### config.mk
export PLATFORM = sky130hd
export DESIGN_NAME = cond_logic
export DESIGN_NICKNAME = d
export VERILOG_FILES = /design/src/rtl/arm_pkg.sv /design/src/rtl/cond_check.sv /design/src/rtl/cond_logic.sv
export SDC_FILE = /design/constraint.sdc
export NUM_CORES = 1
export LEC_CHECK = 0
export BUFFER_PORTS_ARGS = -buffer_cell sky130_fd_sc_hd__buf_2
export CAP_MARGIN = 20
export CORE_AREA = 2 2 39 41
export CTS_BUF_LIST = sky130_fd_sc_hd__clkbuf_8
export CTS_CLUSTER_SIZE = 12
export DETAILED_ROUTE_END_ITERATION = 8
export DIE_AREA = 0 0 41 43
export GPL_ROUTABILITY_DRIVEN = 0
export PLACE_DENSITY = 0.63
export SLEW_MARGIN = 20
export SYNTH_ARGS = -nofsm -noshare
export SYNTH_HDL_FRONTEND = slang
export SYNTH_HIERARCHICAL = 1
export SYNTH_SLANG_ARGS = --single-unit
export TNS_END_PERCENT = 50
### constraint.sdc
create_clock -name clk -period 4 [get_ports clk]
set_clock_uncertainty 0.1 [all_clocks]
set_input_delay 0.8 -clock clk [delete_from_list [all_inputs] [get_ports clk]]
set_output_delay 0.8 -clock clk [all_outputs]
set_load 0.02 [all_outputs]
### src/rtl/arm_pkg.sv
// Shared ARM core constants: condition codes, NZCV bit positions and FlagW halves.
package arm_pkg;

  localparam logic [3:0] COND_EQ = 4'b0000;
  localparam logic [3:0] COND_NE = 4'b0001;
  localparam logic [3:0] COND_CS = 4'b0010;
  localparam logic [3:0] COND_CC = 4'b0011;
  localparam logic [3:0] COND_MI = 4'b0100;
  localparam logic [3:0] COND_PL = 4'b0101;
  localparam logic [3:0] COND_VS = 4'b0110;
  localparam logic [3:0] COND_VC = 4'b0111;
  localparam logic [3:0] COND_HI = 4'b1000;
  localparam logic [3:0] COND_LS = 4'b1001;
  localparam logic [3:0] COND_GE = 4'b1010;
  localparam logic [3:0] COND_LT = 4'b1011;
  localparam logic [3:0] COND_GT = 4'b1100;
  localparam logic [3:0] COND_LE = 4'b1101;
  localparam logic [3:0] COND_AL = 4'b1110;
  localparam logic [3:0] COND_NV = 4'b1111;

  localparam int FLAG_N = 3;
  localparam int FLAG_Z = 2;
  localparam int FLAG_C = 1;
  localparam int FLAG_V = 0;

  localparam int FW_NZ = 1;
  localparam int FW_CV = 0;

endpackage

### src/rtl/cond_check.sv
// Purely combinational ARM condition evaluator over the architectural NZCV flags.
module cond_check
  import arm_pkg::*;
(
  input  logic [3:0] Cond,
  input  logic [3:0] Flags,
  output logic       CondEx
);

  logic n, z, c, v, ge;

  assign n  = Flags[FLAG_N];
  assign z  = Flags[FLAG_Z];
  assign c  = Flags[FLAG_C];
  assign v  = Flags[FLAG_V];
  assign ge = (n == v);

  always_comb begin
    CondEx = 1'b0;
    case (Cond)
      COND_EQ: CondEx = z;
      COND_NE: CondEx = ~z;
      COND_CS: CondEx = c;
      COND_CC: CondEx = ~c;
      COND_MI: CondEx = n;
      COND_PL: CondEx = ~n;
      COND_VS: CondEx = v;
      COND_VC: CondEx = ~v;
      COND_HI: CondEx = c & ~z;
      COND_LS: CondEx = ~c | z;
      COND_GE: CondEx = ge;
      COND_LT: CondEx = ~ge;
      COND_GT: CondEx = ~z & ge;
      COND_LE: CondEx = z | ~ge;
      COND_AL: CondEx = 1'b1;
      // NV is unsupported: treat as a squash
      default: CondEx = 1'b0;
    endcase
  end

endmodule

### src/rtl/cond_logic.sv
// Conditional-execution stage: NZCV flag registers, condition gating of decoder strobes.
// Optional squash counter enabled by defining COND_STATS_EN.
module cond_logic
  import arm_pkg::*;
#(
  parameter int CNT_W = 16
) (
  input  logic             clk,
  input  logic             reset,
  input  logic [3:0]       Cond,
  input  logic [3:0]       ALUFlags,
  input  logic [1:0]       FlagW,
  input  logic             PCS,
  input  logic             RegW,
  input  logic             MemW,
  output logic             PCSrc,
  output logic             RegWrite,
  output logic             MemWrite,
  output logic [3:0]       Flags,
`ifdef COND_STATS_EN
  output logic [CNT_W-1:0] SquashCnt,
`endif
  output logic             CondEx
);

  logic [3:0] flags_q, flags_d;
  logic [1:0] flag_we;

  // Condition is judged on the pre-update flags, never on ALUFlags
  cond_check u_cond_check (
    .Cond   (Cond),
    .Flags  (flags_q),
    .CondEx (CondEx)
  );

  assign PCSrc    = PCS  & CondEx;
  assign RegWrite = RegW & CondEx;
  assign MemWrite = MemW & CondEx;
  assign flag_we  = FlagW & {2{CondEx}};
  assign Flags    = flags_q;

  always_comb begin
    flags_d = flags_q;
    if (flag_we[FW_NZ]) flags_d[FLAG_N:FLAG_Z] = ALUFlags[FLAG_N:FLAG_Z];
    if (flag_we[FW_CV]) flags_d[FLAG_C:FLAG_V] = ALUFlags[FLAG_C:FLAG_V];
  end

  always_ff @(posedge clk or posedge reset) begin
    if (reset) flags_q <= 4'b0000;
    else       flags_q <= flags_d;
  end

`ifdef COND_STATS_EN
  logic             squash;
  logic [CNT_W-1:0] cnt_q, cnt_d;

  assign squash = ~CondEx & (PCS | RegW | MemW | (|FlagW));

  always_comb begin
    cnt_d = cnt_q;
    if (squash && (cnt_q != {CNT_W{1'b1}})) cnt_d = cnt_q + 1'b1;
  end

  always_ff @(posedge clk or posedge reset) begin
    if (reset) cnt_q <= '0;
    else       cnt_q <= cnt_d;
  end

  assign SquashCnt = cnt_q;
`endif

endmodule

==> impl_metrics.py <==
metrics = {
    "global_routing": {
        "antenna_found_initial": 0,
        "grt-ovfl-total": 0,
        "grt_max_degree": 10,
        "grt_pass1_vias": 341,
        "grt_pass1_wl_um": 1400,
        "grt_use_total_pct": 11.52,
    },
    "synth": {
        "yosys.area.top_type": "dfrtp_1",
        "postSynthRegisterBits": 4,
        "ys_types": 24,
        "synth_seq_area_share_pct": 26.85,
        "yosys_warnings": 6,
        "ys_async_sr_fraction_pct": 100.0,
        "synthTopCellsByArea": "dfrtp_1, mux2_1, and2_2",
        "syn-instance-count": 42,
        "synth_top_area_share_pct": 26.85,
        "synth_flop_cell": "dfrtp_1",
        "syn_area_um2": 372.9,
        "synth.avg_cell_area_um2": 8.878,
        "synthesis.nets": 57,
        "synth_common_cells": "dfrtp_1, mux2_1, nand2_1, a21oi_1, and2_2",
        "synth-edff-count": 0,
    },
    "route": {
        "drc": 0,
        "dr.pass1.iters": 4,
        "ant_nets": 0,
        "drt-total-wl_um": 899,
        "wl_per_cell_um": 11.10,
        "viasPerCell": 4.914,
        "vias": 398,
        "drtIter0Drc": 10,
    },
    "placed_design": {
        "dp_cells": 78,
        "place_ws_ns": 0.8638,
        "portBuffers": 22,
        "place_area_um2": 494.2,
    },
    "setup_path": {
        "cp_data_arrival_time_ns": 2.22,
        "startpoint": "Cond[2]",
        "r2r_slack_ns": 1.92,
        "end_kind": "output port",
        "r2r_end": "Flags[2]",
        "crit_end": "MemWrite",
        "r2r-start": "Flags[3]",
        "path_class": "input pin to output port",
        "crit_path_max_fanout": 8,
        "critPathLaunchType": "input pin",
        "critical_path_required_ns": 3.10,
        "reg2regPathDepth": 6,
    },
    "timing": {
        "setup_slack_ns": 0.8772,
        "fin_crit_sh_pct": 78.07,
        "hold_ws_ns": 0.3549,
        "tightest_slew_ns": 0.2706,
        "hold_viol": 0,
        "max_freq_mhz": 320.2,
        "rsz0062_at_grt": "no",
        "slew_headroom_pct": 81.96,
        "finalMaxSlewViolations": 0,
        "setup_tns_ns": 0,
        "fin_crit_ns": 3.123,
        "setup_viol": 0,
    },
    "final_layout": {
        "fin_nets": 82,
        "final_area_um2": 535.5,
        "fin_util_pct": 38.70,
        "multi_input_area_um2": 260.3,
        "largest_reg_flops": 4,
        "diodes": 0,
        "syn_to_final_growth_pct": 43.62,
        "layout.area.seq_um2": 100.1,
        "fin_cells": 81,
        "drive_gt1_share_pct": 46.15,
        "nFillCells": 149,
    },
    "clock_tree": {
        "tritoncts": "done",
        "cts_resized": 0,
        "postCtsHoldBufs": 0,
        "cts-root-buf": "clkbuf_8",
        "clkTransAtPathRegs_ns": 0.03,
        "numCtsBuffers": 3,
        "htreeDepth": 1,
        "post_cts_buffers": 0,
        "cts_max_path_buffers": 2,
        "clock_latency_ns": 0.21,
        "clock_sinks": 4,
    },
    "flow_run": {
        "cap_violations": 0,
    },
    "power_and_ir_drop": {
        "pwr-share-comb_pct": 44.1,
        "pwr_density_cell_nw_per_um2": 548.8,
        "power_mw": 0.2939,
        "p_leak_nw": 0.2655,
        "swShare_pct": 38.63,
        "vdd_drop_max_v": 0.0002334,
        "power_switching_mw": 0.1135,
        "internal-power_mw": 0.1804,
        "p_seq_share_pct": 27.4,
        "power_frac_clock_pct": 28.5,
    },
    "floorplan": {
        "io-pin-count": 23,
        "die_h_um": 43,
        "start_util_pct": 26.94,
        "die_w_um": 41,
        "die_area_um2": 1763,
        "rows": 14,
        "coreArea_um2": 1384,
    },
    "min_path": {
        "hp-class": "input pin to async pin",
    },
    "outcome": {
        "status": "finished, final reports clean",
    },
}
==> how the worst min path moves through the flow <==
| stage | start | end | slack (ns) |
|---|---|---|---|
| finish | reset | Flags[1] | 0.35 |
| global route | reset | Flags[3] | 0.36 |
| CTS | reset | Flags[2] | 0.35 |
| detailed placement | Flags[1] | Flags[1] | 0.46 |
| global placement | Flags[1] | Flags[1] | 0.46 |
| floorplan | reset | Flags[0] | 0.47 |
==> layout by cell type, fill, tap and decap left out, types with 2 or more instances in the layout <==
cell      synthesis  final
nor3_1            2      2
clkbuf_8          0      3
nand2b_1          2      2
a211o_1           2      2
a21oi_1           3      3
buf_2             1     22
o211ai_1          2      2
and2_2            3      3
nor2_1            2      2
mux2_1            4      4
nand2_1           4      4
dfrtp_1           4      4
==> critical path, cell delays in order <==
cell and delay (ns):
buf_2 0.15, mux2_4 0.31, a21oi_1 0.15, o211ai_1 0.11, a211o_1 0.36, and2_2 0.19, buf_2 0.15
==> logic make-up (layout without fill, tap and decap cells) <==
family                    count (synthesis)  after routing  synth area share (%)
buffers and inverters                     3             26                 3.352
DFF                                       4              4                 26.85
muxes                                     5              5                 16.11
AOI/OAI and AO/OA                        11             11                 20.81
and+or+nand+nor                          17             17                 26.18
xor gates and xnor gates                  2              2                 6.713
==> power by group through the flow <==
stage | clock (mW) | combinational [mW] | sequential, mW
after floorplan | 0 | 0.0765 | 0.0923
after global placement | 0 | 0.129 | 0.0800
after detailed placement | 0 | 0.130 | 0.0804
after CTS | 0.0862 | 0.131 | 0.0799
after global routing | 0.0899 | 0.142 | 0.0826
final | 0.0837 | 0.130 | 0.0806
==> area by class of cell <==
| cell class | count | share of cell area (%) |
|---|---|---|
| Multi-Input combinational cell | 35 | 48.60 |
| Tap cell | 16 | 3.738 |
| Sequential cell | 4 | 18.69 |
| Clock buffer | 3 | 7.710 |
| Timing Repair Buffer | 22 | 20.56 |
| Inverter | 1 | 0.7009 |
==> metal layers <==
metal | vias to the layer above | wire length [um] | GRT usage [%] | share of wire [%]
met3 | 0 | 65 | 2.094 | 7.2
met2 | 14 | 434 | 16.56 | 48
li1 | 200 | - | - | -
met4 | 0 | 0 | 8.000 | 0
met1 | 184 | 399 | 14.75 | 44
met5 | - | 0 | 0 | 0
Note: power is estimated with default switching activity, not from simulation.
